`src/rtl/seg7_pkg.sv`:
```
// seg7_pkg: shared constants and types for the seven-segment scan display.
//   SEG_PAT  : active-low patterns {g,f,e,d,c,b,a} for BCD 0..9
//   SEG_DASH : pattern shown for a stored value above 9 (segment g only)
//   SEG_OFF  : all segments dark
//   state_t  : scan FSM state (blanking gap / digit lit)
package seg7_pkg;

  typedef enum logic {
    ST_BLANK = 1'b0,
    ST_ON    = 1'b1
  } state_t;

  localparam logic [6:0] SEG_OFF  = 7'h7F;
  localparam logic [6:0] SEG_DASH = 7'h3F;

  localparam logic [6:0] SEG_PAT [0:9] = '{
    7'h40, 7'h79, 7'h24, 7'h30, 7'h19,
    7'h12, 7'h02, 7'h78, 7'h00, 7'h10
  };

endpackage

```
`src/rtl/bcd_to_seg7.sv`:
```
// bcd_to_seg7: combinational BCD to active-low seven-segment decoder.
//   bcd   in  4  digit value; values above 9 decode to a dash
//   blank in  1  force all segments dark (leading-zero blanking)
//   seg   out 7  segments {g,f,e,d,c,b,a}, active-low
module bcd_to_seg7
  import seg7_pkg::*;
(
  input  logic [3:0] bcd,
  input  logic       blank,
  output logic [6:0] seg
);

  always_comb begin
    seg = SEG_DASH;
    if (blank) begin
      seg = SEG_OFF;
    end else begin
      case (bcd)
        4'd0:    seg = SEG_PAT[0];
        4'd1:    seg = SEG_PAT[1];
        4'd2:    seg = SEG_PAT[2];
        4'd3:    seg = SEG_PAT[3];
        4'd4:    seg = SEG_PAT[4];
        4'd5:    seg = SEG_PAT[5];
        4'd6:    seg = SEG_PAT[6];
        4'd7:    seg = SEG_PAT[7];
        4'd8:    seg = SEG_PAT[8];
        4'd9:    seg = SEG_PAT[9];
        default: seg = SEG_DASH;
      endcase
    end
  end

endmodule

```
`src/rtl/seg7_scan_driver.sv`:
```
// seg7_scan_driver: latches BCD digits into a register bank and time-multiplexes
// NUM_DIGITS common-anode seven-segment digits, with a blanking gap between
// digits to suppress ghosting.
//   clk       in   1          rising-edge clock
//   rst       in   1          asynchronous reset, active-high
//   din       in   4          BCD digit value
//   din_vld   in   1          write strobe: din -> digit[din_sel]
//   din_sel   in   SEL_W      target digit index, 0 = least significant
//   lzb_en    in   1          blank leading zero digits (never digit 0)
//   seg       out  7          segments {g,f,e,d,c,b,a}, active-low, registered
//   an        out  NUM_DIGITS anode enables, active-low one-hot, registered
//   err       out  1          sticky: bad value (>9) or bad din_sel written
//   dbg_state out  state_t    current scan FSM state
// Handshake: din_vld is a single-cycle strobe with no backpressure; every edge
// where din_vld=1 is a write, and the bank always accepts it.
// LZB_EN=0 removes leading-zero blanking regardless of the lzb_en port.
module seg7_scan_driver
  import seg7_pkg::*;
#(
  parameter int NUM_DIGITS   = 4,
  parameter int REFRESH_DIV  = 1000,
  parameter int BLANK_CYCLES = 2,
  parameter bit LZB_EN       = 1'b1
) (
  input  logic                          clk,
  input  logic                          rst,
  input  logic [3:0]                    din,
  input  logic                          din_vld,
  input  logic [$clog2(NUM_DIGITS)-1:0] din_sel,
  input  logic                          lzb_en,
  output logic [6:0]                    seg,
  output logic [NUM_DIGITS-1:0]         an,
  output logic                          err,
  output state_t                        dbg_state
);

  localparam int SEL_W   = $clog2(NUM_DIGITS);
  localparam int DIV_MAX = (REFRESH_DIV > BLANK_CYCLES) ? REFRESH_DIV : BLANK_CYCLES;
  localparam int DIV_W   = $clog2(DIV_MAX);

  state_t                  state, state_nxt;
  logic [DIV_W-1:0]        div, div_nxt;
  logic [SEL_W-1:0]        idx, idx_nxt;
  logic [3:0]              digit [NUM_DIGITS];
  logic [NUM_DIGITS-1:0]   lzb_vec;
  logic                    zero_above;
  logic                    lzb_act;
  logic                    sel_ok;
  logic                    wr_ok;
  logic                    wr_bad;
  logic [6:0]              dec_seg;

  assign dbg_state = state;
  assign lzb_act   = lzb_en & LZB_EN;
  assign sel_ok    = (int'(din_sel) < NUM_DIGITS);
  assign wr_ok     = din_vld & sel_ok;
  assign wr_bad    = din_vld & ((din > 4'd9) | ~sel_ok);

  // Digit bank: out-of-range selects are dropped, values >9 are kept.
  always_ff @(posedge clk or posedge rst) begin
    if (rst) begin
      for (int i = 0; i < NUM_DIGITS; i++) digit[i] <= 4'd0;
    end else if (wr_ok) begin
      digit[din_sel] <= din;
    end
  end

  always_ff @(posedge clk or posedge rst) begin
    if (rst)         err <= 1'b0;
    else if (wr_bad) err <= 1'b1;
  end

  // Scan FSM state, dwell counter and digit index.
  // idx starts at the top digit so the first BLANK->ON step lands on digit 0.
  always_ff @(posedge clk or posedge rst) begin
    if (rst) begin
      state <= ST_BLANK;
      div   <= '0;
      idx   <= SEL_W'(NUM_DIGITS - 1);
    end else begin
      state <= state_nxt;
      div   <= div_nxt;
      idx   <= idx_nxt;
    end
  end

  always_comb begin
    state_nxt = state;
    div_nxt   = div + 1'b1;
    idx_nxt   = idx;
    case (state)
      ST_BLANK: begin
        if (div == DIV_W'(BLANK_CYCLES - 1)) begin
          div_nxt   = '0;
          state_nxt = ST_ON;
          idx_nxt   = (idx == SEL_W'(NUM_DIGITS - 1)) ? '0 : idx + 1'b1;
        end
      end
      ST_ON: begin
        if (div == DIV_W'(REFRESH_DIV - 1)) begin
          div_nxt   = '0;
          state_nxt = ST_BLANK;
        end
      end
      default: begin
        div_nxt   = '0;
        state_nxt = ST_BLANK;
      end
    endcase
  end

  // A digit above 0 is blanked when it and every more significant digit are 0.
  always_comb begin
    lzb_vec    = '0;
    zero_above = 1'b1;
    for (int i = NUM_DIGITS - 1; i > 0; i--) begin
      zero_above = zero_above & (digit[i] == 4'd0);
      lzb_vec[i] = zero_above & lzb_act;
    end
  end

  bcd_to_seg7 u_dec (
    .bcd   (digit[idx]),
    .blank (lzb_vec[idx]),
    .seg   (dec_seg)
  );

  // Outputs are sampled from the registered state, so a write to the lit digit
  // simply shows on the next edge without disturbing the anode.
  always_ff @(posedge clk or posedge rst) begin
    if (rst) begin
      an  <= '1;
      seg <= SEG_OFF;
    end else if (state == ST_ON) begin
      an  <= ~(NUM_DIGITS'(1) << idx);
      seg <= dec_seg;
    end else begin
      an  <= '1;
      seg <= SEG_OFF;
    end
  end

endmodule

```
`config.mk`:
```
export PLATFORM = sky130hd
export DESIGN_NAME = seg7_scan_driver
export DESIGN_NICKNAME = d
export VERILOG_FILES = /design/src/rtl/seg7_pkg.sv /design/src/rtl/bcd_to_seg7.sv /design/src/rtl/seg7_scan_driver.sv
export SDC_FILE = /design/constraint.sdc
export NUM_CORES = 1
export LEC_CHECK = 0
export ABC_AREA = 1
export BUFFER_PORTS_ARGS = -buffer_cell sky130_fd_sc_hd__buf_4
export CAP_MARGIN = 10
export CORE_AREA = 3 3 80 67
export CTS_CLUSTER_DIAMETER = 40
export CTS_CLUSTER_SIZE = 30
export DETAILED_ROUTE_END_ITERATION = 6
export DIE_AREA = 0 0 83 70
export PLACE_DENSITY = 0.67
export RECOVER_POWER = 50
export SYNTH_ARGS = -nofsm -noshare
export SYNTH_HDL_FRONTEND = slang
export SYNTH_SLANG_ARGS = --single-unit
```
`constraint.sdc`:
```
create_clock -name clk -period 1.5 [get_ports clk]
set_input_delay 0.45 -clock clk [delete_from_list [all_inputs] [get_ports clk]]
set_output_delay 0.45 -clock clk [all_outputs]
set_load 0.01 [all_outputs]
```
==> run summary <==
status -> complete, but fails checks
failing checks -> negative setup slack
syn_area_per_cell -> 8.29 um^2
CP endpoint -> seg[5]
final setup fails -> 5
First-pass DRT Iterations -> 4
most frequent cell after synthesis -> nand2_1
crit path from -> idx[0]
reg2reg end -> seg[5]
largest net degree at the start of global routing -> 42
CTS Buffer Depth -> 2
placed insts -> 350
Post-synth EDFFs -> 0
DIE HEIGHT -> 70 um
skew final -> 8.76 ps
worst-path cell chain -> inv_4, nand2_1, nand3_2, nand2_4, inv_2, ha_4, nand3b_1, nand3_1, nand3_1
total CTS buffers -> 5
synth-to-layout area growth -> 23.9%
CP Capture Type -> register
worst min-delay path category -> in -> reg
setup tns final -> -142 ps
antenna cells -> 0
clock power share -> 31.5%
Comb power frac -> 19.7%
Initial Utilization -> 47.0%
Max Clk Rate -> 640 MHz
detailed-route DRC error count -> 0
TritonCTS clock tree -> done
Sequential Power Share -> 48.8%
Final ANT Viol Nets -> 0
Std-Cell Rows -> 22
commonest cells in the netlist -> nand2_1 (71), nand3_1 (30), dfrtp_1 (28), inv_1 (26), nor2_1 (26)
sequential area share after synthesis -> 48.5%
Syn Inst Count -> 259
Mapped Area -> 2150 um^2
port buffer count -> 22
Ports -> 23
Top Usage Layer GRT -> met2
drt total wl -> 4.42 mm
Die X -> 83 um
synth top area cells -> dfrtp_1 (33%), dfstp_2 (16%), nand2_1 (12%)
Top cell by count, worst path -> nand3_1
Yosys Warn Count -> 0
setup ws final -> -62.4 ps
Startpoint Class -> register
Largest stage delay, worst path -> 610 ps
sw frac -> 26.9%
ys async rst share -> 100%
post-synth top area share -> 32.6%
R2R setup slack -> -60 ps
routing usage on met1 -> 23.1%
Fin. Hold Viols -> 0
Hold Startpoint -> din[3]
routability cong. -> 0.824
VDD IR max -> 0.563 mV
Buf/Inv on CP -> 2
Power Density -> 1030 nW/um^2
Unique masters post-synth -> 28
DR WL/cell -> 12.2 um
met2 usage -> 23.5%
DRT iter0 DRCs -> 118
total power -> 2740 uW
total grt overflow -> 0
max_cap viols -> 0
Die ar. -> 5810 um^2
final slew viol count -> 0
Worst path slowest cell -> dfstp_2
post-synth top area cell -> dfrtp_1
core footprint -> 4570 um^2
total track usage -> 15.9%
P_int -> 2010 uW
Final nets -> 322
flop and latch count out of synthesis -> 41
leakage -> 0.00134 uW
RSZ-0062 raised after global routing -> true
dpl ws -> -86.2 ps
clock-pin slew on the worst setup and hold paths -> 80 ps
WP data required -> 1710 ps
Via density -> 4.77
critical path class -> reg -> reg
period utilisation layout -> 104%
R2R depth -> 9
Least-Margin Pin Slew -> 972 ps
layout cells sized above 1 -> 29.8%
Hold-fix buffers, CTS -> 0
Non-Filler Instances -> 362
clock root buffer -> clkbuf_8
first-pass GRT wire length -> 7.50 mm
# clock sinks -> 41
Max FO, Critical Path -> 6
Crit path depth -> 9
worst skew pair latency -> 290 ps
Top delay family on crit path -> flip-flops
antenna violations before repair -> 0
syn nets -> 280
Switching Power -> 737 uW
Synth Flop Type -> dfrtp_1
GR Util met3 -> 4.13%
H-tree depth -> 2
reg2reg start -> idx[0]
total vias in the final route -> 1727
number of global-route vias before repair -> 1596
Worst EP arrival -> 1770 ps
Rel. slew slack -> 35.2%
post-route minimum period -> 1560 ps
WHS -> 406 ps
DP Wirelength -> 3.16 mm
[placed cells by master (no fill, tap or decap), drive strengths merged, types with 2 or more instances in the layout]
| master | instances |
|---|---|
| nand2 | 76 |
| buf | 34 |
| nand3 | 33 |
| nor2 | 29 |
| dfrtp | 28 |
| inv | 28 |
| o21ai | 18 |
| dfstp | 13 |
| ha | 11 |
| clkbuf | 10 |
| nor3 | 5 |
| xor2 | 3 |
| nand3b | 3 |
| nand4 | 2 |
| clkinv | 2 |
| a21oi | 2 |
[layer usage]
| layer | share of wire (%) | wire length (um) | vias to the layer above |
|---|---|---|---|
| met5 | 0 | 0 | - |
| met4 | 0.77 | 34 | 0 |
| met2 | 45 | 1970 | 33 |
| met3 | 4.6 | 202 | 4 |
| li1 | - | - | 909 |
| met1 | 50 | 2210 | 781 |
[logic make-up after synthesis]
logic type / after synthesis / synth area share, %
simple gates: 150 / 32.2
flops: 41 / 48.5
buf+inv: 32 / 6.24
compound gates: 22 / 5.36
fa+ha+maj: 11 / 6.41
xor+xnor: 3 / 1.22
[worst reg2reg max path: cells and delay by family, from the launching register on]
kind                     cells  cell delay, ps
adder cells (fa/ha/maj)      1             140
AND/OR/NAND/NOR              6             590
flip-flops                   1             610
buffers and inverters        2             130
[power by group through the flow]
stage | Sequential [uW] | Clock, uW | Combinational (uW)
floorplan | 1370 | 0 | 285
global placement | 1350 | 0 | 501
detailed placement | 1350 | 0 | 511
CTS | 1340 | 881 | 532
global route | 1360 | 914 | 617
finish | 1340 | 865 | 540
[flip-flops by register name, summed over array words and instances (netlist names)]
| register | cells |
|---|---|
| idx | 2 |
| digit | 16 |
| an | 4 |
| seg | 7 |
| err | 1 |
| dbg_state | 1 |
| div | 10 |
[worst min path at each step]
stage	cells past startpoint	slack, ps	end
2_1_floorplan	2	450	digit[11]
3_3_place_gp	1	450	err
3_5_place_dp	1	460	err
4_1_cts	3	210	digit[11]
5_1_grt	2	400	err
6_report	2	410	err
[area by class of cell]
class                   count  area [um^2]
inverters                  29          118
fillers                   434         1910
multi-input cells         186         1030
well taps                  60         75.1
repair buffers             38          283
clock inverters             2         35.0
clock buffers               6         72.6
flip-flops and latches     41         1040
[through the flow]
stage / cell area, um^2 / utilization [%]
3_3_place_gp: 2470 / 54.1
2_1_floorplan: 2150 / -
4_1_cts: 2630 / 57.5
5_1_grt: 2660 / 58.2
3_5_place_dp: 2470 / 54.1
6_report: 2660 / 58.2
[what timing repair did]
action,CTS,global route
setup endpoints to repair,6,14
pin swaps,3,5
setup buffers,2,2
gates resized for setup,10,11
Power figures use the tool's default switching activity.
